## config.mk

```make
export PLATFORM = sky130hd
export DESIGN_NAME = display_scanner
export DESIGN_NICKNAME = d
export VERILOG_FILES = /design/src/rtl/display_scanner.sv
export SDC_FILE = /design/constraint.sdc
export NUM_CORES = 1
export LEC_CHECK = 0
export ABC_AREA = 1
export CORE_ASPECT_RATIO = 1.5
export CORE_MARGIN = 3
export CORE_UTILIZATION = 30
export DETAILED_ROUTE_END_ITERATION = 16
export PLACE_DENSITY = 0.54
export SLEW_MARGIN = 30
export SYNTH_ARGS = -nofsm -noshare
export SYNTH_HDL_FRONTEND = slang
export SYNTH_SLANG_ARGS = --single-unit
```

## constraint.sdc

```tcl
create_clock -name CLK -period 5.6 [get_ports CLK]
set_clock_uncertainty 0.2 [all_clocks]
set_input_delay 1.12 -clock CLK [delete_from_list [all_inputs] [get_ports CLK]]
set_output_delay 1.12 -clock CLK [all_outputs]
set_load 0.05 [all_outputs]
```

## src/rtl/display_scanner.sv

```systemverilog
// Four-digit multiplexed 7-segment scan controller.
// It double-buffers each frame and applies a new frame only on the digit 3->0 wrap.
module display_scanner #(
  parameter int unsigned PRESCALE  = 50000,
  parameter int unsigned BLANK_CYC = 500
) (
  input  logic        CLK,
  input  logic        RESET,
  input  logic        LOAD,
  input  logic [15:0] DATA_IN,
  input  logic [3:0]  BLANK_MASK,
  output logic        PENDING,
  output logic [1:0]  SEL,
  output logic [3:0]  DIGIT,
  output logic [3:0]  ANODE,
  output logic        FRAME_TICK
);

  localparam int unsigned CW = (PRESCALE > 2) ? $clog2(PRESCALE) : 1;
  localparam logic [CW-1:0] CNT_LAST = CW'(PRESCALE - 1);

  logic [CW-1:0] cnt_q, cnt_d;
  logic [1:0]    sel_q, sel_d;
  logic [15:0]   disp_q, disp_d;
  logic [3:0]    mask_q, mask_d;
  logic [15:0]   pdata_q, pdata_d;
  logic [3:0]    pmask_q, pmask_d;
  logic          pend_q, pend_d;
  logic          tick_q, tick_d;
  logic          slot_end;
  logic          wrap;
  logic          in_blank;

  assign slot_end = (cnt_q == CNT_LAST);
  assign wrap     = slot_end && (sel_q == 2'd3);

  if (BLANK_CYC == 0) begin : g_no_blank
    assign in_blank = 1'b0;
  end else begin : g_blank
    assign in_blank = (cnt_q < CW'(BLANK_CYC));
  end

  always_comb begin
    cnt_d   = slot_end ? '0 : cnt_q + 1'b1;
    sel_d   = slot_end ? sel_q + 2'd1 : sel_q;
    tick_d  = wrap;
    disp_d  = disp_q;
    mask_d  = mask_q;
    pdata_d = pdata_q;
    pmask_d = pmask_q;
    pend_d  = pend_q;
    // Apply first, then capture: a LOAD coinciding with the wrap refills the
    // pending buffer and leaves it flagged for the following frame.
    if (wrap && pend_q) begin
      disp_d = pdata_q;
      mask_d = pmask_q;
      pend_d = 1'b0;
    end
    if (LOAD) begin
      pdata_d = DATA_IN;
      pmask_d = BLANK_MASK;
      pend_d  = 1'b1;
    end
  end

  always_ff @(posedge CLK or posedge RESET) begin
    if (RESET) begin
      cnt_q   <= '0;
      sel_q   <= '0;
      disp_q  <= '0;
      mask_q  <= '1;
      pdata_q <= '0;
      pmask_q <= '0;
      pend_q  <= 1'b0;
      tick_q  <= 1'b0;
    end else begin
      cnt_q   <= cnt_d;
      sel_q   <= sel_d;
      disp_q  <= disp_d;
      mask_q  <= mask_d;
      pdata_q <= pdata_d;
      pmask_q <= pmask_d;
      pend_q  <= pend_d;
      tick_q  <= tick_d;
    end
  end

  assign PENDING    = pend_q;
  assign SEL        = sel_q;
  assign FRAME_TICK = tick_q;
  assign DIGIT      = disp_q[{sel_q, 2'b00} +: 4];
  assign ANODE      = (in_blank || mask_q[sel_q]) ? 4'b1111 : ~(4'b0001 << sel_q);

endmodule
```

Word-level counts from Yosys, hierarchy flattened
Index checks and enable logic that the tools add are counted.

Register bits: 60. Logic and storage cells: 27. Input bits: 23.

Equality and inequality tests: 2. Reductions and logical operators: 4. $add $sub $neg: 2. Bitwise operators: 1. $lt $le $gt $ge: 2. Shift-type cells: 2. Mux-type cells: 6.

Operators by type and width (count): adder 16 x 1 -> 16 bit (second input constant) (1); equality test 16 bit (second input constant) (1); < comparator 16 x 9 -> 1 bit (second input constant) (1); two-way mux 16 bit (1); indexed part select 16 x 5 -> 4 bit (1); two-way mux 4 bit (1); inverter 4 bit (1); << shifter 1 x 2 -> 4 bit (first input constant) (1); < comparator 2 x 3 -> 1 bit (second input constant) (1); two-way mux 1 bit (3); adder 2 x 1 -> 2 bit (second input constant) (1); binary-select mux 1 bit (select 2 bit) (1); equality test 2 bit (second input constant) (1); logical AND 1 bit (2); nonzero test 2 bit (1); logical OR 1 bit (1).

Logic depth before layout (Yosys ltp)
Gate-level depths: netlist of the first run.

Word-level depth: 5. Gate-level depth with buffers: 9.

Least setup slack after synthesis of the first run
No wires, ideal clock.

Path type: flip-flop to output port. From: reg sel_q[0], in the netlist SEL[0]. To: out DIGIT[0]. Data arrival time: 1927 ps. Path slack: 2353 ps. Data required time: 4280 ps. Cell stages (with the launch flop): 5. Buffers on the path: 1. Path through: dfrtp_1 -> inv_1 -> clkbuf_1 -> o21ai_0 -> o22ai_1.

Longest elaborated chain between the ends: 1.

RTL lines: start, declared (line 23) `logic [1:0] sel_q, sel_d;`; start signal, assigned (line 78) `sel_q <= sel_d;`; indexed part select 16 x 5 -> 4 bit (line 91) `assign DIGIT = disp_q[{sel_q, 2'b00} +: 4];`; end, declared (line 14) `output logic [3:0] DIGIT,`.

Every way passes these cells.

Final worst setup path of the first run
From: reg sel_q[0], in the netlist SEL[0]. To: out ANODE[3].

Longest elaborated chain between the ends: 4. Elaborated cells on any way between the ends: 6. Classes of those cells: 1 x shift; 3 x mux; 1 x bitwise; 1 x reduce/logical.

RTL lines: binary-select mux 1 bit (select 2 bit) (line 92) `assign ANODE = (in_blank || mask_q[sel_q]) ? 4'b1111 : ~(4'b0001 << sel_q);`; two-way mux 1 bit (not written as such) (line 92); logical OR 1 bit (line 92); two-way mux 4 bit (*) (line 92); end, declared (line 15) `output logic [3:0] ANODE,`.

Mark *: on every way between the ends. The rest lies on a longest branch, timed or not. The select of a mux whose other input is x is not followed.

==> insert_results.sql, run 1 <==
INSERT INTO impl_metrics (metric_group, metric, value, unit) VALUES
('synthesis', 'main_combinational_cell_family_by_area_after_synthesis', 'simple AND/OR/NAND/NOR gates', ''),
('critical_path', 'type_of_element_launching_the_critical_path', 'flop', ''),
('synthesis', 'synth_simple_gate_area_share', '32.87', '%'),
('global_route', 'wire_length_of_the_first_global_routing_pass', '11620', 'um'),
('power', 'worst_ir_drop_vdd', '0.1544', 'mV'),
('routing', 'vias', '2375', ''),
('critical_path', 'crit_path_cell_trace', 'ha_1 > nand3_1 > clkdlybuf4s50_1', ''),
('die', 'number_of_placement_rows', '43', ''),
('synthesis', 'post_synth_instance_area', '2874', 'sq um'),
('global_route', 'grt_pass1_vias', '2482', ''),
('synthesis', 'synthXorXnorAreaFrac', '1.828', '%'),
('cts', 'cts_resized', '0', ''),
('synthesis', 'synth_area_per_cell', '7.874', 'sq um'),
('synthesis', 'synth_fp_nets', '393', ''),
('cells_and_area', 'share_of_layout_cells_above_drive_strength_1', '5.736', '%'),
('sta', 'tightestPinTransition', '856.9', 'ps'),
('global_route', 'grt_usage', '13.79', '%'),
('routing', 'detail_route.vias_per_cell', '4.630', ''),
('cells_and_area', 'finish.net_count', '424', ''),
('cts', 'worst_setup_hold_path_clk_slew', '50', 'ps'),
('synthesis', 'syn_inst', '365', ''),
('global_route', 'grt_overflow', '0', ''),
('place', 'post-dp-hpwl', '4786', 'um'),
('cts', 'cts_max_level', '3', ''),
('routing', 'drt_wl_total', '6714', 'um'),
('sta', 'slew_viol_final', '0', ''),
('critical_path', 'crit_path_end_kind', 'output pin', ''),
('power', 'cellLeakagePower', '1.789', 'nW'),
('sta', 'setup_tns', '0', 'ps'),
('cells_and_area', 'final_core_utilization', '38.22', '%'),
('global_route', 'met2_usage', '22.76', '%'),
('status', 'run_status', 'complete, no violations', ''),
('cts', 'insertion_delay', '320', 'ps'),
('global_route', 'groute.layer.met1.usage', '16.15', '%'),
('global_route', 'grt_use_met3', '3.992', '%'),
('cts', 'cts-root-buf', 'sky130_fd_sc_hd__clkbuf_16', ''),
('power', 'power_density', '280.0', 'nW/um^2'),
('global_route', 'grt_max_degree', '34', ''),
('critical_path', 'worstPathRequired', '4280', 'ps'),
('die', 'die-height', '125.9', 'um'),
('sta', 'period_needed', '3975', 'ps'),
('global_route', 'grt-busiest-layer', 'met2', ''),
('synthesis', 'synth_area_in_compound_gates', '3.744', '%'),
('sta', 'layout_worst_path_cycle_share', '70.98', '%'),
('cts', 'cts-root-to-sink-buffers', '2', ''),
('place', 'io_buffer_count', '34', ''),
('die', 'fp.dieArea', '10810', 'sq um'),
('cts', 'numCtsBuffers', '9', ''),
('synthesis', 'ys_seq_area_share', '52.42', '%'),
('sta', 'worst_slew_margin_rel', '42.87', '%'),
('cells_and_area', 'area_growth_syn_to_layout', '23.77', '%'),
('die', 'design.portCount', '35', ''),
('place', 'gp_routability_congestion', '0.9053', ''),
('die', 'floorplan.die.width', '85.92', 'um'),
('sta', 'report.final.hold_viol_count', '0', ''),
('critical_path', 'worst_path_cell_with_the_longest_stage_delay', 'sky130_fd_sc_hd__ha_1', ''),
('flow_run', 'drv_cap', '0', ''),
('critical_path', 'path_max_fanout', '23', ''),
('routing', 'drt_first_iter_violations', '120', ''),
('synthesis', 'synth_mux_area_share', '0', '%'),
('die', 'design.core.area', '9308', 'sq um'),
('global_route', 'antenna_found_initial', '0', ''),
('cells_and_area', 'seq_area', '1506', 'sq um'),
('worst_hold_path', 'hold_path.class', 'flop to flop', ''),
('critical_path', 'critPathMaxStageDelay', '800', 'ps'),
('routing', 'drt-pass1-iter-count', '4', ''),
('synthesis', 'number_of_synthesized_register_bits', '60', ''),
('die', 'initial_core_util', '30.88', '%'),
('critical_path', 'critPathArrivalTime', '2650', 'ps'),
('routing', 'ant_nets', '0', ''),
('synthesis', 'post_synth_fa_ha_maj_area_fraction', '2.177', '%');
flip-flops by register name, indices dropped and copies added (netlist names):
signal	cells
cnt_q	16
disp_q	16
pdata_q	16
mask_q	4
pmask_q	4
SEL	2
FRAME_TICK	1
PENDING	1
cell type report:
type                       instances  share of cell area, %
clock buffer                      14                  7.422
clock inverter                     2                 0.2814
sequential                        60                  42.35
inverter                          31                  3.271
multi-input combinational        259                  32.96
tap                              112                  3.939
timing repair buffer              35                  9.778
worst paths after layout:
path	from	to	slack, ps	cells past startpoint
min	pdata_q[15]	pdata_q[15]	270	2
min in group asynchronous	RESET	cnt_q[4]	1000	2
max in group asynchronous	RESET	mask_q[3]	3310	3
min reg2reg	pdata_q[15]	pdata_q[15]	270	2
max	SEL[0]	ANODE[3]	1630	3
max reg2reg	SEL[0]	disp_q[1]	2730	4
logic make-up after synthesis:
| kind of cell | Yosys count |
|---|---|
| compound gates | 20 |
| simple gates | 228 |
| buf+inv | 46 |
| xor+xnor | 6 |
| fa+ha+maj | 5 |
| flops | 60 |
synthesized netlist by cell type:
library cell / n / area, sq um
sky130_fd_sc_hd__a21oi_1: 2 / 10.01
sky130_fd_sc_hd__buf_2: 7 / 35.03
sky130_fd_sc_hd__buf_6: 1 / 11.26
sky130_fd_sc_hd__buf_8: 1 / 15.01
sky130_fd_sc_hd__clkbuf_1: 6 / 22.52
sky130_fd_sc_hd__dfrtp_1: 56 / 1401
sky130_fd_sc_hd__dfstp_2: 4 / 105.1
sky130_fd_sc_hd__ha_1: 5 / 62.56
sky130_fd_sc_hd__inv_1: 30 / 112.6
sky130_fd_sc_hd__inv_2: 1 / 3.750
sky130_fd_sc_hd__nand2_1: 144 / 540.5
sky130_fd_sc_hd__nand2_2: 1 / 6.260
sky130_fd_sc_hd__nand3_1: 15 / 75.07
sky130_fd_sc_hd__nand4_1: 24 / 150.1
sky130_fd_sc_hd__nor2_1: 40 / 150.1
sky130_fd_sc_hd__nor2_2: 2 / 12.51
sky130_fd_sc_hd__nor3_1: 2 / 10.01
sky130_fd_sc_hd__o211ai_1: 1 / 7.510
sky130_fd_sc_hd__o21ai_0: 13 / 65.06
sky130_fd_sc_hd__o22ai_1: 4 / 25.02
sky130_fd_sc_hd__xor2_1: 6 / 52.55
cells in the final DEF (no fill, tap or decap), types with 2 or more instances in the layout:
master | Yosys | final
sky130_fd_sc_hd__a21oi_1 | 2 | 2
sky130_fd_sc_hd__o22ai_1 | 4 | 4
sky130_fd_sc_hd__clkdlybuf4s50_1 | 0 | 34
sky130_fd_sc_hd__nand2_1 | 144 | 144
sky130_fd_sc_hd__clkbuf_1 | 6 | 3
sky130_fd_sc_hd__clkinv_2 | 0 | 2
sky130_fd_sc_hd__clkbuf_8 | 0 | 2
sky130_fd_sc_hd__nor3_1 | 2 | 2
sky130_fd_sc_hd__nand4_1 | 24 | 24
sky130_fd_sc_hd__clkbuf_16 | 0 | 9
sky130_fd_sc_hd__inv_2 | 1 | 2
sky130_fd_sc_hd__ha_1 | 5 | 5
sky130_fd_sc_hd__dfrtp_1 | 56 | 56
sky130_fd_sc_hd__dfstp_2 | 4 | 4
sky130_fd_sc_hd__inv_1 | 30 | 29
sky130_fd_sc_hd__xor2_1 | 6 | 6
sky130_fd_sc_hd__nor2_1 | 40 | 40
sky130_fd_sc_hd__nand3_1 | 15 | 15
sky130_fd_sc_hd__o21ai_0 | 13 | 13
critical path: cells and delay by family, from the launching register on:
family / cells / cell delay [ps]
fa+ha+maj: 1 / 800
buf+inv: 1 / 750
flops: 1 / 580
simple gates: 1 / 200
metrics by stage:
stage	setup slack, ps	hold slack [ps]	std cells	instance area, sq um	power (mW)
final	1625	267.2	513	3557	0.9959
after global routing	1458	285.3	513	3557	1.043
after CTS	1608	271.2	513	3557	1.015
after detailed placement	1966	260.2	497	3283	0.5044
after global placement	2020	260.6	497	3278	0.5035
after floorplan	2353	242.0	365	2874	0.4802
where the power goes:
part / leakage [nW] / internal, mW / total (mW) / switching, mW
registers: 0.768 / 0.447 / 0.455 / 0.00719
clock network: 0.137 / 0.322 / 0.500 / 0.179
logic: 0.885 / 0.0197 / 0.0410 / 0.0213
total: 1.79 / 0.789 / 0.996 / 0.207
routing by layer:
layer	up-vias	wire, um
met3	9	224
met4	0	122
met1	1101	2939
met5	-	0
li1	1220	-
met2	45	3428
Note: power is estimated with default switching activity, not from simulation.
==> run 2, diff against run 1 <==
clock period = 3.7 ns   (was 5.6 ns; I/O delays follow)
==> run 2 against run 1 <==
- sequential cell count stayed put
- critical path depth is 3 higher
- combinational power rose by 55%
- critical path type unchanged
- largest power group unchanged
- largest cell class unchanged
==> insert_results.sql, run 2 (synthesis results as in run 1) <==
INSERT INTO impl_metrics (metric_group, metric, value, unit) VALUES
('cts', 'worst_setup_hold_path_clk_slew', '50', 'ps'),
('routing', 'drt-pass1-iter-count', '5', ''),
('worst_hold_path', 'hold_path.class', 'flop to flop', ''),
('power', 'cellLeakagePower', '1.824', 'nW'),
('routing', 'drt_wl_total', '6950', 'um'),
('die', 'initial_core_util', '30.88', '%'),
('sta', 'worst_setup_slack_after_layout', '294.8', 'ps'),
('sta', 'setup_tns', '0', 'ps'),
('cts', 'cts_tree', 'built', ''),
('global_route', 'wire_length_of_the_first_global_routing_pass', '11880', 'um'),
('cts', 'cts_hold_buf', '0', ''),
('global_route', 'grt_usage', '14.30', '%'),
('cts', 'insertion_delay', '330', 'ps'),
('routing', 'detail_route.vias_per_cell', '4.757', ''),
('die', 'design.portCount', '35', ''),
('status', 'run_status', 'complete, no violations', ''),
('critical_path', 'type_of_element_launching_the_critical_path', 'flop', ''),
('cells_and_area', 'multi_input_comb_area', '1167', 'sq um'),
('cts', 'cts-root-buf', 'sky130_fd_sc_hd__clkbuf_16', ''),
('critical_path', 'crit_path_end_kind', 'output pin', ''),
('cells_and_area', 'share_of_layout_cells_above_drive_strength_1', '6.897', '%'),
('cells_and_area', 'layout.filler_cells', '985', ''),
('flow_run', 'drv_cap', '0', ''),
('die', 'number_of_placement_rows', '43', ''),
('global_route', 'grt_max_degree', '31', ''),
('cells_and_area', 'area_growth_syn_to_layout', '25.77', '%'),
('cells_and_area', 'largest_registers', 'cnt_q (16), disp_q (16), pdata_q (16)', ''),
('sta', 'period_needed', '3405', 'ps'),
('cts', 'post-cts-setup-buffer-count', '0', ''),
('critical_path', 'worstPathRequired', '2760', 'ps'),
('die', 'design.core.area', '9308', 'sq um'),
('die', 'die-height', '125.9', 'um'),
('global_route', 'antenna_found_initial', '0', ''),
('sta', 'layout_worst_path_cycle_share', '92.03', '%'),
('cts', 'cts_resized', '0', ''),
('critical_path', 'worst-setup-path-type', 'flop to output pin', ''),
('die', 'floorplan.die.width', '85.92', 'um'),
('sta', 'max_freq', '293.7', 'MHz'),
('sta', 'report.final.hold_viol_count', '0', ''),
('global_route', 'grt_overflow', '0', ''),
('cts', 'cts-root-to-sink-buffers', '2', ''),
('cts', 'tritoncts_num_sinks', '60', ''),
('place', 'io_buffer_count', '34', ''),
('routing', 'vias', '2464', ''),
('sta', 'tightestPinTransition', '873.8', 'ps'),
('sta', 'worst_slew_margin_rel', '41.68', '%'),
('cts', 'numCtsBuffers', '9', ''),
('sta', 'unrepaired_setup_endpoints_after_global_routing', 'no', ''),
('cells_and_area', 'insertedDiodeCount', '0', ''),
('cells_and_area', 'mostFrequentLayoutCells', 'sky130_fd_sc_hd__nand2_1, sky130_fd_sc_hd__dfrtp_1, sky130_fd_sc_hd__nor2_1', ''),
('die', 'fp.dieArea', '10810', 'sq um'),
('place', 'pre_cts_setup_slack', '660.0', 'ps'),
('power', 'power_density', '437.9', 'nW/um^2'),
('routing', 'post-route-drc-count', '0', ''),
('power', 'worst_ir_drop_vdd', '0.2191', 'mV'),
('routing', 'wl_per_cell', '13.42', 'um'),
('place', 'post-dp-hpwl', '5084', 'um'),
('routing', 'drt_first_iter_violations', '125', ''),
('sta', 'slew_viol_final', '0', ''),
('critical_path', 'path_max_fanout', '14', ''),
('cells_and_area', 'layout_commonest_cell', 'sky130_fd_sc_hd__nand2_1', ''),
('global_route', 'grt_pass1_vias', '2527', ''),
('place', 'gp_routability_congestion', '0.8538', ''),
('routing', 'ant_nets', '0', ''),
('cells_and_area', 'seq_area', '1506', 'sq um'),
('critical_path', 'critPathArrivalTime', '2470', 'ps'),
('cts', 'cts_max_level', '3', ''),
('sta', 'setup_violations', '0', ''),
('cells_and_area', 'finish.net_count', '429', '');
## run 2: cell types whose count changed in the layout (fill, tap and decap cells not counted)
cell / before / now
sky130_fd_sc_hd__clkinv_2: 2 / 1
sky130_fd_sc_hd__nor2_2: 1 / 2
sky130_fd_sc_hd__buf_4: 1 / 6
sky130_fd_sc_hd__bufinv_16: 0 / 1
sky130_fd_sc_hd__nor2_4: 1 / 0
## run 2: metal layers
layer  routed length, um  track usage [%]
met1                2835            15.52
met2                3554            24.13
met3                 269            3.010
met4                 291            10.25
met5                   0                0
## run 2: through the flow
stage	util (%)	hold WS [ps]	cells	cell area, sq um	power [mW]
2_1_floorplan	-	242.0	365	2874	0.7268
3_3_place_gp	35.62	256.1	502	3316	0.7638
3_5_place_dp	35.62	259.0	502	3316	0.7653
4_1_cts	38.84	267.6	518	3615	1.609
5_1_grt	38.84	274.2	518	3615	1.648
6_report	38.84	264.2	518	3615	1.583
## run 2: power breakdown
part	internal [mW]	switching (mW)
Sequential	0.677	0.0115
Clock	0.556	0.275
Combinational	0.0311	0.0322
Total	1.26	0.319
## run 2: final timing paths
check	from	endpoint	slack [ps]	cells past startpoint
max in group asynchronous	RESET	disp_q[9]	2020	3
max reg2reg	SEL[0]	disp_q[15]	1210	5
min	pdata_q[15]	pdata_q[15]	260	2
min in group asynchronous	RESET	cnt_q[0]	610	2
min reg2reg	pdata_q[15]	pdata_q[15]	260	2
max	SEL[0]	ANODE[2]	290	6
## run 2: cell type report
type                    count  share of cell area (%)
multi-input cells         259                   32.29
clock inverters             2                  0.9692
well taps                 112                   3.877
inverters                  31                   3.219
clock buffers              14                   7.304
flip-flops and latches     60                   41.68
repair buffers             40                   10.66
## run 2: critical path, stage by stage, from the launching register on
cell and delay, ps:
sky130_fd_sc_hd__dfrtp_1 520, sky130_fd_sc_hd__inv_1 410, sky130_fd_sc_hd__nand2_1 110, sky130_fd_sc_hd__nand3_1 90
sky130_fd_sc_hd__nand2_1 100, sky130_fd_sc_hd__nand3_1 100, sky130_fd_sc_hd__clkdlybuf4s50_1 800
